## config.mk

```make
export PLATFORM = sky130hd
export DESIGN_NAME = cpu_sequencer
export DESIGN_NICKNAME = d
export VERILOG_FILES = /design/src/rtl/cpu_sequencer_pkg.sv /design/src/rtl/cpu_sequencer_timer.sv /design/src/rtl/cpu_sequencer.sv
export SDC_FILE = /design/constraint.sdc
export NUM_CORES = 1
export LEC_CHECK = 0
export CAP_MARGIN = 20
export CELL_PAD_IN_SITES_DETAIL_PLACEMENT = 0
export CELL_PAD_IN_SITES_GLOBAL_PLACEMENT = 1
export CORE_MARGIN = 2
export CORE_UTILIZATION = 34
export CTS_BUF_LIST = sky130_fd_sc_hd__clkbuf_4 sky130_fd_sc_hd__clkbuf_8
export DETAILED_ROUTE_END_ITERATION = 12
export MAX_ROUTING_LAYER = met4
export PLACE_DENSITY_LB_ADDON = 0.1
export SETUP_SLACK_MARGIN = 0.4
export SYNTH_ARGS = -nofsm -noshare
export SYNTH_HDL_FRONTEND = slang
export SYNTH_HIERARCHICAL = 1
export SYNTH_SLANG_ARGS = --single-unit
```

## constraint.sdc

```tcl
create_clock -name clk -period 2.1 [get_ports clk]
set_clock_uncertainty 0.05 [all_clocks]
set_input_delay 0.63 -clock clk [delete_from_list [all_inputs] [get_ports clk]]
set_output_delay 0.63 -clock clk [all_outputs]
set_load 0.1 [all_outputs]
```

## src/rtl/cpu_sequencer_pkg.sv

```systemverilog
// Shared state encodings and opcode constants for the CPU sequencer.
// PAUSE exists only when SINGLE_STEP_EN is defined.
package cpu_sequencer_pkg;

`ifdef SINGLE_STEP_EN
  typedef enum logic [2:0] {
    ST_IDLE,
    ST_FETCH,
    ST_EXEC,
    ST_MEM,
    ST_WB,
    ST_HALT,
    ST_ERR,
    ST_PAUSE
  } state_e;
`else
  typedef enum logic [2:0] {
    ST_IDLE,
    ST_FETCH,
    ST_EXEC,
    ST_MEM,
    ST_WB,
    ST_HALT,
    ST_ERR
  } state_e;
`endif

  localparam logic [4:0] OPC_LOAD  = 5'b00010;
  localparam logic [4:0] OPC_STORE = 5'b00011;
  localparam logic [4:0] OPC_HALT  = 5'b11111;

  function automatic logic is_mem_op(input logic [4:0] opc);
    return (opc == OPC_LOAD) || (opc == OPC_STORE);
  endfunction

endpackage

```

## src/rtl/cpu_sequencer_timer.sv

```systemverilog
// mem_wait_timer: counts MEM-state wait cycles, flags when MAX is reached.
// Clear has priority over count; the counter stops at MAX.
module mem_wait_timer #(
  parameter int MAX = 15
) (
  input  logic clk,
  input  logic rst,
  input  logic clear,
  input  logic count,
  output logic expired
);

  localparam int CW = (MAX < 1) ? 1 : $clog2(MAX + 1);

  logic [CW-1:0] cnt_q;
  logic [CW-1:0] cnt_d;

  assign expired = (cnt_q == CW'(MAX));

  // Next count: clear, saturating increment, or hold.
  always_comb begin
    cnt_d = cnt_q;
    if (clear) begin
      cnt_d = '0;
    end else if (count && !expired) begin
      cnt_d = cnt_q + 1'b1;
    end
  end

  // Counter register.
  always_ff @(posedge clk or posedge rst) begin
    if (rst) begin
      cnt_q <= '0;
    end else begin
      cnt_q <= cnt_d;
    end
  end

endmodule

```

## src/rtl/cpu_sequencer.sv

```systemverilog
// Multi-cycle fetch/exec/mem/writeback sequencer with memory timeout.
// Optional single-step PAUSE state enabled by defining SINGLE_STEP_EN.
module cpu_sequencer
  import cpu_sequencer_pkg::*;
#(
  parameter int PC_W   = 8,
  parameter int OP_W   = 20,
  parameter int MEM_TO = 15
) (
  input  logic            clk,
  input  logic            rst,
  input  logic            start,
  input  logic [OP_W-1:0] imem_data,
  input  logic            dec_reg_we,
  input  logic            dec_mem_we,
  input  logic            dec_pc_we,
  input  logic [PC_W-1:0] dec_pc_in,
  input  logic            mem_ready,
`ifdef SINGLE_STEP_EN
  input  logic            step,
`endif
  output logic [PC_W-1:0] pc,
  output logic [OP_W-1:0] ir,
  output logic            reg_we,
  output logic            mem_req,
  output logic            mem_we,
  output logic            busy,
  output logic            halted,
  output logic            err
);

  state_e          state_q;
  state_e          state_d;
  logic [PC_W-1:0] pc_q;
  logic [PC_W-1:0] pc_d;
  logic [OP_W-1:0] ir_q;
  logic [OP_W-1:0] ir_d;
  logic            tmr_clr;
  logic            tmr_cnt;
  logic            tmr_exp;
  logic [4:0]      opc;

  assign opc = ir_q[OP_W-1 -: 5];
  assign pc  = pc_q;
  assign ir  = ir_q;

  mem_wait_timer #(
    .MAX (MEM_TO)
  ) u_tmr (
    .clk     (clk),
    .rst     (rst),
    .clear   (tmr_clr),
    .count   (tmr_cnt),
    .expired (tmr_exp)
  );

  // Next state, pc/ir updates and state-decoded outputs.
  always_comb begin
    state_d = state_q;
    pc_d    = pc_q;
    ir_d    = ir_q;
    reg_we  = 1'b0;
    mem_req = 1'b0;
    mem_we  = 1'b0;
    busy    = 1'b0;
    halted  = 1'b0;
    err     = 1'b0;
    tmr_clr = 1'b1;
    tmr_cnt = 1'b0;
    unique case (state_q)
      ST_IDLE: begin
        if (start) begin
          state_d = ST_FETCH;
          pc_d    = '0;
        end
      end
      ST_FETCH: begin
        busy    = 1'b1;
        ir_d    = imem_data;
        state_d = ST_EXEC;
      end
      ST_EXEC: begin
        busy = 1'b1;
        if (opc == OPC_HALT) begin
          state_d = ST_HALT;
        end else if (is_mem_op(opc)) begin
          state_d = ST_MEM;
        end else begin
          state_d = ST_WB;
        end
      end
      ST_MEM: begin
        busy    = 1'b1;
        mem_req = 1'b1;
        mem_we  = dec_mem_we;
        tmr_clr = 1'b0;
        if (mem_ready) begin
          state_d = ST_WB;
          tmr_clr = 1'b1;
        end else if (tmr_exp) begin
          state_d = ST_ERR;
          tmr_clr = 1'b1;
        end else begin
          tmr_cnt = 1'b1;
        end
      end
      ST_WB: begin
        busy   = 1'b1;
        reg_we = dec_reg_we;
        pc_d   = dec_pc_we ? dec_pc_in : pc_q + 1'b1;
`ifdef SINGLE_STEP_EN
        state_d = ST_PAUSE;
`else
        state_d = ST_FETCH;
`endif
      end
      ST_HALT: begin
        halted = 1'b1;
        if (start) begin
          state_d = ST_FETCH;
          pc_d    = '0;
        end
      end
      ST_ERR: begin
        err = 1'b1;
      end
`ifdef SINGLE_STEP_EN
      ST_PAUSE: begin
        busy = 1'b1;
        if (step) begin
          state_d = ST_FETCH;
        end
      end
`endif
      default: begin
        state_d = ST_IDLE;
      end
    endcase
  end

  // State, pc and instruction registers.
  always_ff @(posedge clk or posedge rst) begin
    if (rst) begin
      state_q <= ST_IDLE;
      pc_q    <= '0;
      ir_q    <= '0;
    end else begin
      state_q <= state_d;
      pc_q    <= pc_d;
      ir_q    <= ir_d;
    end
  end

endmodule

```

Yosys cells after proc, flatten, opt, wreduce, memory -nomap -nowiden
Cells that the tools add are included.

operators by class
  $add $sub $neg = 2
  eq/ne operators = 12
  multiplexer cells = 23
  bitwise operators = 1
  reductions and logical operators = 10

operator list
  operator                                                count
  one-hot mux 3 bit (6 select lines)                      1
  two-way mux 8 bit                                       2
  one-hot mux 8 bit (2 select lines)                      1
  two-way mux 3 bit                                       5
  two-way mux 1 bit                                       12
  == test 5 x 2 -> 1 bit (second input constant)          2
  == test 3 bit (second input constant)                   3
  adder 8 x 1 -> 8 bit (second input constant)            1
  two-way mux 4 bit                                       2
  == test 3 x 2 -> 1 bit (second input constant)          2
  == test 5 bit (second input constant)                   1
  adder 4 x 1 -> 4 bit (second input constant)            1
  == test 4 bit (second input constant)                   1
  nonzero test 2 bit                                      2
  OR reduction 4 bit                                      1
  == test 3 x 1 -> 1 bit (second input constant)          1
  zero test 3 bit                                         1
  inequality test 3 x 2 -> 1 bit (second input constant)  1
  AND reduction 3 bit                                     1
  inequality test 2 x 1 -> 1 bit (second input constant)  1
  AND reduction 2 bit                                     1
  OR reduction 2 bit                                      1
  logical AND 1 bit                                       1
  zero test 1 bit                                         1
  other kinds (2)                                         2

storage, ports and cells
  bits in registers = 35
  input bits = 35
  logic and storage cells = 52

Logic depth before layout (Yosys ltp)
Gate-level depths: netlist (run 1).

  word-level depth = 7
  mapped depth = 8
  gate-level depth less buffers = 8

Cells and area by module
The synthesis (run 1) kept the hierarchy.

modules (own cells, without submodules)
  module          times used  cells each  area an instance (um^2)  seq. area each (um^2)
  cpu_sequencer   1           141         1517.7                   775.7
  mem_wait_timer  1           21          232.7                    100.1

Worst setup path before layout (run 1)
No wires, ideal clock.

  path type = flip-flop to output port
  start point = register state_q[2]
  end point = output busy
  data arrival time = 2154 ps
  slack = -734 ps
  stages on the path, launching flop included = 3
  cell sequence = dfrtp_1 -> buf_2 -> xnor2_1

on the way
  cells in the longest elaborated chain, start to end = 3
  elaborated cells on any way between the ends = 6
  classes of those cells = 4 x eq/ne; 1 x mux; 1 x reduce/logical

RTL lines
  what                                            RTL line              source
  from (decl)                                     cpu_sequencer.sv:32   state_e state_q;
  from (signal assigned)                          cpu_sequencer.sv:148  state_q <= state_d;
  == test 3 x 2 -> 1 bit (tied with other cells)  cpu_sequencer.sv:70   unique case (state_q)
  OR reduction 4 bit (no line) (*)                -
  two-way mux 1 bit (*)                           cpu_sequencer.sv:70
  to (decl)                                       cpu_sequencer.sv:27   output logic busy,

Mark *: on every way between the ends. The rest lies on a longest branch, timed or not.

Worst setup path in the final report (run 1)
  start point = register state_q[0]
  end point = output reg_we

on the way
  cells in the longest elaborated chain, start to end = 2

RTL lines
  what               RTL line             source
  == test 3 bit      cpu_sequencer.sv:70
  two-way mux 1 bit  cpu_sequencer.sv:70
  to (decl)          cpu_sequencer.sv:24  output logic reg_we,

Every way passes these cells.

==> results of run 1 <==
## timing repair
action,4_1_cts,5_1_grt
setup buffers,11,3
cloned,0,0
endpoints found under the setup margin,34,12
gates resized for setup,21,8
pin swaps,8,7
## per-stage QoR
step	setup TNS, ns	std cells
6_report	0	326
5_1_grt	0	326
4_1_cts	0	323
3_5_place_dp	-0.1112	304
3_3_place_gp	-0.05511	304
2_1_floorplan	0	162
## metal layers
metal | up-vias | GRT usage, % | share of wire [%]
met5 | - | - | 0
met4 | 0 | 6.433 | 0.95
met3 | 5 | 5.952 | 6.3
met2 | 51 | 28.35 | 52
met1 | 762 | 21.98 | 41
li1 | 767 | - | -
## area by class of cell
| cell class | count | area, um^2 | area share [%] |
|---|---|---|---|
| multi-input combinational | 117 | 935.9 | 28.63 |
| clock buffer | 6 | 76.32 | 2.334 |
| clock inverter | 2 | 37.54 | 1.148 |
| sequential | 35 | 885.9 | 27.10 |
| tap | 70 | 87.58 | 2.679 |
| timing repair buffer | 92 | 1229 | 37.58 |
| inverter | 4 | 17.52 | 0.5358 |
## logic make-up (layout without fill, tap and decap cells)
group	Yosys count	in the layout	synth area share [%]
flops	35	35	50.04
buf+inv	10	104	3.073
compound gates	36	36	11.94
mux	23	23	14.87
fa+ha+maj	2	2	1.429
simple gates	54	54	17.66
xor+xnor	2	2	1.001
## sequential cells by signal, indices dropped and copies added (netlist names)
signal / count
state_q: 3
pc: 8
ir: 20
u_tmr/cnt_q: 4
## path summary, 6_finish.rpt
path | startpoint | endpoint | slack (ns)
worst max register to register | state_q[1] | pc[5] | 0.37
worst min register to register | pc[1] | pc[1] | 0.52
worst max-delay path | state_q[0] | reg_we | 0.11
max in group asynchronous | rst | ir[10] | 1.11
min in group clk | pc[1] | pc[1] | 0.52
worst min-delay path | rst | u_tmr/cnt_q[1] | 0.52
## critical path, stage by stage (launching register included)
cell and delay, ns:
dfrtp_2 0.46, nor2_4 0.18, and3_4 0.22, buf_12 0.17
## placed cells by master (no fill, tap or decap), types with 2 or more instances in the layout
cell type and n:
nor3_1 3, dfrtp_1 27, clkbuf_8 5, dlygate4sd2_1 5
mux2_2 19, nor2_1 8, nand3b_1 2, o21ai_1 6
nand2b_1 3, a21oi_1 9, and4_1 2, and3_4 4
inv_1 2, clkdlybuf4s50_1 29, dfrtp_2 8, buf_4 18
nand4_1 2, mux2i_1 2, buf_8 3, nand2_1 11
o21ai_0 11, buf_6 3, buf_12 34, nor2_4 3
nor2b_4 2
## cell usage after synthesis, drive strengths merged (2+ instances only)
| cell | count |
|---|---|
| a21oi | 10 |
| inv | 4 |
| nand2 | 12 |
| nor3 | 4 |
| clkbuf | 2 |
| o31a | 2 |
| nand4 | 2 |
| nand2b | 4 |
| ha | 2 |
| mux2 | 21 |
| dfrtp | 35 |
| and4 | 2 |
| buf | 4 |
| mux2i | 2 |
| nand3b | 2 |
| nor2 | 11 |
| nor2b | 4 |
| o21ai | 17 |
| and3 | 5 |
==> impl.org, run 1 <==
** Timing
- Setup repair after global routing missed its margin :: true
- Worst slew margin :: 76.86%
- Pin slew with the least headroom to its limit :: 0.3445 ns
- Final WS setup :: 0.1099 ns
- The final number of max-transition violations came to 0.
- The count of final hold-check violations was 0.
- Setup violations remaining at the end of the flow were counted as 0.
- Subtracting the final worst setup slack from the clock period gives 1.990 ns.
- Worst hold slack after final layout :: 0.5164 ns
- The worst path uses 94.77% of the clock period.
- Achievable frequency :: 0.5025 GHz

** Placed design
- Routability-driven placement finished with a final weighted congestion of between 0.8 and 0.9.
- Input and output buffers added on the ports amount to 68.
- HPWL Detailed :: 3418 um
- Pre-CTS setup slack :: -0.04367 ns
- In this run the cell area measured after placement is between 0.002 and 0.003 mm^2.

** Clock tree
- Clock tree from TritonCTS :: yes
- In this run, CTS created clock tree buffers numbering 5.
- Number of buffers on the longest clock path :: 2
- Buffer type at the clock tree root :: clkbuf_8
- Clock latency on the worst-skew pair :: 0.29 ns
- Number of clock sinks :: 35
- The H-tree was split into 2 levels.
- Hold Buf Count CTS :: 0
- Clock-pin slew reported for the worst setup and hold paths after clock tree synthesis :: 0.07 ns

** Drt
- Vias :: 1585
- Count of antenna-violating nets left after detailed routing :: 0
- Average via count per standard cell :: around 4.9
- After detailed routing, the average wire length per cell comes to 14.18 um.
- Initial DRT Pass Iterations :: 4
- The routed design has 4622 um of wire.
- Number of remaining DRC errors :: 0
- In this run, the number of DRC markers left after iteration 0 of detailed routing was 94.

** Synthesis
- Portion of the post-synthesis area used by sequential elements :: roughly half
- Total of warnings raised by yosys :: 6
- The number of nets handed over by synthesis was 199.
- EDFF count, synth :: 0
- Sorting the synthesized cells by area gives the leading types as dfrtp_1 50%, mux2_2 12%, o21ai_0 3.1%.
- The most used flip-flop cell after synthesis is dfrtp_1.
- The top cell type by area accounts for between 50% and 60% of the synthesized area.
- The cell count after synthesis came out at 162.
- Async SR Flop Fraction :: 100.0%
- Most area-hungry cell type in the Yosys netlist :: dfrtp_1
- Average instance area after synthesis :: 10.81 um^2
- Count of distinct cell types in the synthesized netlist :: 44
- The cell area that synthesis handed to floorplanning was 0.001750 mm^2.
- Number of synthesized register bits :: 35

** Cells and area
- The finished cells cover approximately 0.0033 mm^2.
- Relative to the synthesized area, the layout overhead comes to 86.78%.
- Final-stage net count :: 292
- In the final layout, the share of cells above drive strength 1 is 46.48%.
- After filler insertion, the fill cell instance count of the layout stands at slightly below 400.
- The number of antenna diodes in the final layout is 0.
- Final design utilization :: approximately 65%

** Floorplan
- The core region is 0.005042 mm^2.
- Width of the die :: 75.75 um
- The die is 75.75 um tall.
- The floorplan step defined a die boundary enclosing around 0.0057 mm^2.
- After floorplanning, the core was divided into 26 placement rows.
- Initial Utilization :: around a third
- Ports placed on the boundary :: 69

** GRT
- Pin count of the biggest net entering global routing :: 21
- Global routing consumed, over all layers together, 18.16% of the routing resources.
- Number of antenna violations at the first check in global routing :: 0
- Wire length of the first global-routing pass :: 7576 um
- The number of global-route vias before repair came to 1685.
- Overflow left after global routing :: 0

** Setup path
- In this run the worst path has a maximum fanout of 6.
- The critical path in this run is classified as reg -> out.
- For the worst flop-to-flop path, the logic depth is 6.
- Data arrival time of the critical path :: 1.31 ns
- Category of the worst setup path capture point :: primary output
- At the worst endpoint, the required time is 1.42 ns.
- The worst setup path is launched from a flop.

** Job
- Max-cap violations in this run came to 0.

** Status
- The flow ran to the end, and the final reports show no timing, DRC or antenna violations.

** Worst hold path
- In this run the worst hold path is classified as in -> async.
Power of run 1 is not shown: default switching activity piles up to over one toggle a cycle in this logic, so the estimate is an artifact.
==> inputs of run 2 (changes only) <==
SKIP_CTS_REPAIR_TIMING = 1   (was unset)
==> run 2 against run 1 <==
Net effect:
- count of clock-buffer cells in the layout stayed put
- first-iteration DRC count down 13%
- sequential share of layout area shrank 0.87 points
- critical path type unchanged
- critical endpoint is now mem_we
==> impl.org, run 2 (synthesized netlist as in run 1, its figures left out) <==
** Status
- The run finished with clean final reports.

** Clock tree
- Clock latency on the worst-skew pair :: 0.29 ns (about the same)
- The buffer levels on the longest clock path was 2 (unchanged).
- The TritonCTS sink count came to 35 (unchanged).
- Clock-pin slew reported for the worst setup and hold paths after clock tree synthesis :: 0.08 ns (about the same)
- CTS placed an instance of clkbuf_8 at the clock tree root.
- Clock buffers created by TritonCTS :: 5 (unchanged)
- The maximum level of the CTS H-tree was 2 (unchanged).
- TritonCTS built the clock tree.

** Setup path
- CP peak stage delay :: 0.49 ns (+0.03 ns)
- Type of the worst setup path :: reg -> out
- The startpoint identified for the worst register-to-register timing path is state_q[0].
- The worst setup path is launched from a flop.
- Category of the worst setup path capture point :: primary output
- Data arrival time of the critical path :: 1.36 ns (+0.05 ns)
- CP max FO :: 8 (+2)
- Critical path cell sequence :: nor2b_4 -> and3_4 -> buf_12
- Crit path required time :: 1.42 ns (about the same)
- The register-to-register setup slack was 0.26 ns (-0.11 ns).
- Worst Reg-to-Reg Cells :: 6 (unchanged)
- For this design, the slowest cell found on the critical path is dfrtp_2.
- The endpoint identified for the worst register-to-register timing path is ir[12].

** Drt
- The number of DRC violations after detailed routing is 0 (unchanged).
- Total Wirelength :: 5137 um (+11%)
- Count of antenna-violating nets left after detailed routing :: 0 (unchanged)
- Vias :: 1632 (+3.0%)
- The violation count after the first detailed-route iteration was 82 (-13%).
- Average via count per standard cell :: 4.960 (+2.0%)
- The number of optimization iterations in the first detailed-route pass came to 4 (unchanged).
- Per-cell routed wire length :: 15.61 um (+10%)

** GRT
- The first-pass GRT wire length was 7300 um (-3.6%).
- Number of antenna violations at the first check in global routing :: 0 (unchanged)
- The maximum number of pins on one net before global-route repair is 21 (unchanged).
- The global router's overall resource usage was 17.53% (-0.63 points).
- Number of global-route vias before repair :: 1608 (-4.6%)
- The global route total overflow is 0 (unchanged).

** Worst hold path
- The worst hold path was traced through 2 stages.
- Startpoint of the lowest-slack hold path :: pc[1]
- The min-delay analysis places its worst path in the category reg -> reg.
- For hold timing, the worst endpoint is pc[1].

** Cells and area
- Most common cell after layout, fill and taps aside :: buf_12
- Compared with the post-synthesis result, the final layout area differs by 92.99%.
- Final-stage net count :: 295 (+1.0%)
- The share of cells above drive strength 1 is 47.49% (+1.0 points).
- Commonest cells after routing, fill and taps aside :: 34 x buf_12, 30 x clkdlybuf4s50_1, 27 x dfrtp_1
- Flip-flop count of the largest register, all copies and words added :: 20 (unchanged)
- Cell area after layout :: 0.003378 mm^2 (+3.3%)
- The number of antenna cells inserted was 0 (unchanged).

** Floorplan
- Area of the die :: 0.005738 mm^2 (unchanged)
- Initial Utilization :: 34.71% (unchanged)
- The number of top-level pins came to 69 (unchanged).
- Width of the die :: 75.75 um (unchanged)
- The die boundary height was 75.75 um (unchanged).
- Row cnt :: 26 (unchanged)
- Floorplan core area :: 0.005042 mm^2 (unchanged)

** Timing
- Total count of max-transition violations in the final report :: 0 (unchanged)
- Achievable frequency :: 0.4904 GHz (-2.4%)
- Final count of hold timing violations :: 0 (unchanged)
- The final critical path time including I/O delays and setup was 2.039 ns (+0.04892 ns).
- Setup repair after global routing could not meet its margin everywhere.
- Ratio of final minimum period to clock period :: 97.10% (+2.3 points)
- The headroom to the max-slew limit came to 76.14% (-0.72 points).
- The worst-margin pin slew was 0.3551 ns (+0.01066 ns).
- Number of endpoints failing setup at the final stage :: 0 (unchanged)
- The hold slack is 0.5108 ns (-0.005595 ns).
- The setup total negative slack is 0 ns (unchanged).

** Job
- Maxcap violations :: 0 (unchanged)

** Placed design
- The placement-stage cell area is 0.002970 mm^2 (unchanged).
- The number of buffers added on ports is 68 (unchanged).
- Final weighted congestion in routability-driven placement :: 0.8345 (unchanged)
- HPWL Detailed :: 3418 um (unchanged)
run 2: cell types whose count changed in the layout (fill, tap and decap cells not counted), moves of 3 or more:
| cell | delta |
|---|---|
| dlymetal6s2s_1 | +4 |
| dlygate4sd2_1 | -5 |
| mux2_2 | -14 |
| mux2_4 | +15 |
| buf_6 | +3 |
run 2: worst max-delay path by stage:
| stage | startpoint | to | cells after the start |
|---|---|---|---|
| floorplan | state_q[0] | reg_we | 3 |
| global placement | dec_reg_we | reg_we | 3 |
| detailed placement | dec_mem_we | mem_we | 3 |
| CTS | state_q[0] | mem_we | 3 |
| global route | state_q[0] | mem_req | 3 |
| finish | state_q[0] | mem_we | 3 |
run 2: layer usage:
metal	wire length (um)	up-vias	track usage [%]
li1	-	772	-
met4	44	0	6.628
met3	284	5	6.085
met1	2105	806	21.40
met5	0	-	-
met2	2702	49	26.72
run 2: final cells by class:
class	instances	area, um^2
clock buffers	6	76.32
inverters	4	21.27
well taps	70	87.58
flip-flops and latches	35	885.9
clock inverters	2	37.54
multi-input cells	117	998.5
repair buffers	95	1271
fillers	392	1664
run 2: worst max-delay path, delay by kind of cell, from the launching register on:
kind                   cells  cell delay (ns)
flip-flops                 1             0.49
AND/OR/NAND/NOR            2             0.43
buffers and inverters      1             0.17
run 2: stage by stage:
stage	util (%)	instances	setup slack (ns)
CTS	61.17	312	-0.1271
finish	67.00	329	0.06098
floorplan	-	162	0.2741
global route	67.00	329	0.02559
global placement	58.91	304	-0.02843
detailed placement	58.91	304	-0.04367
Power of run 2 is left out for the same reason.
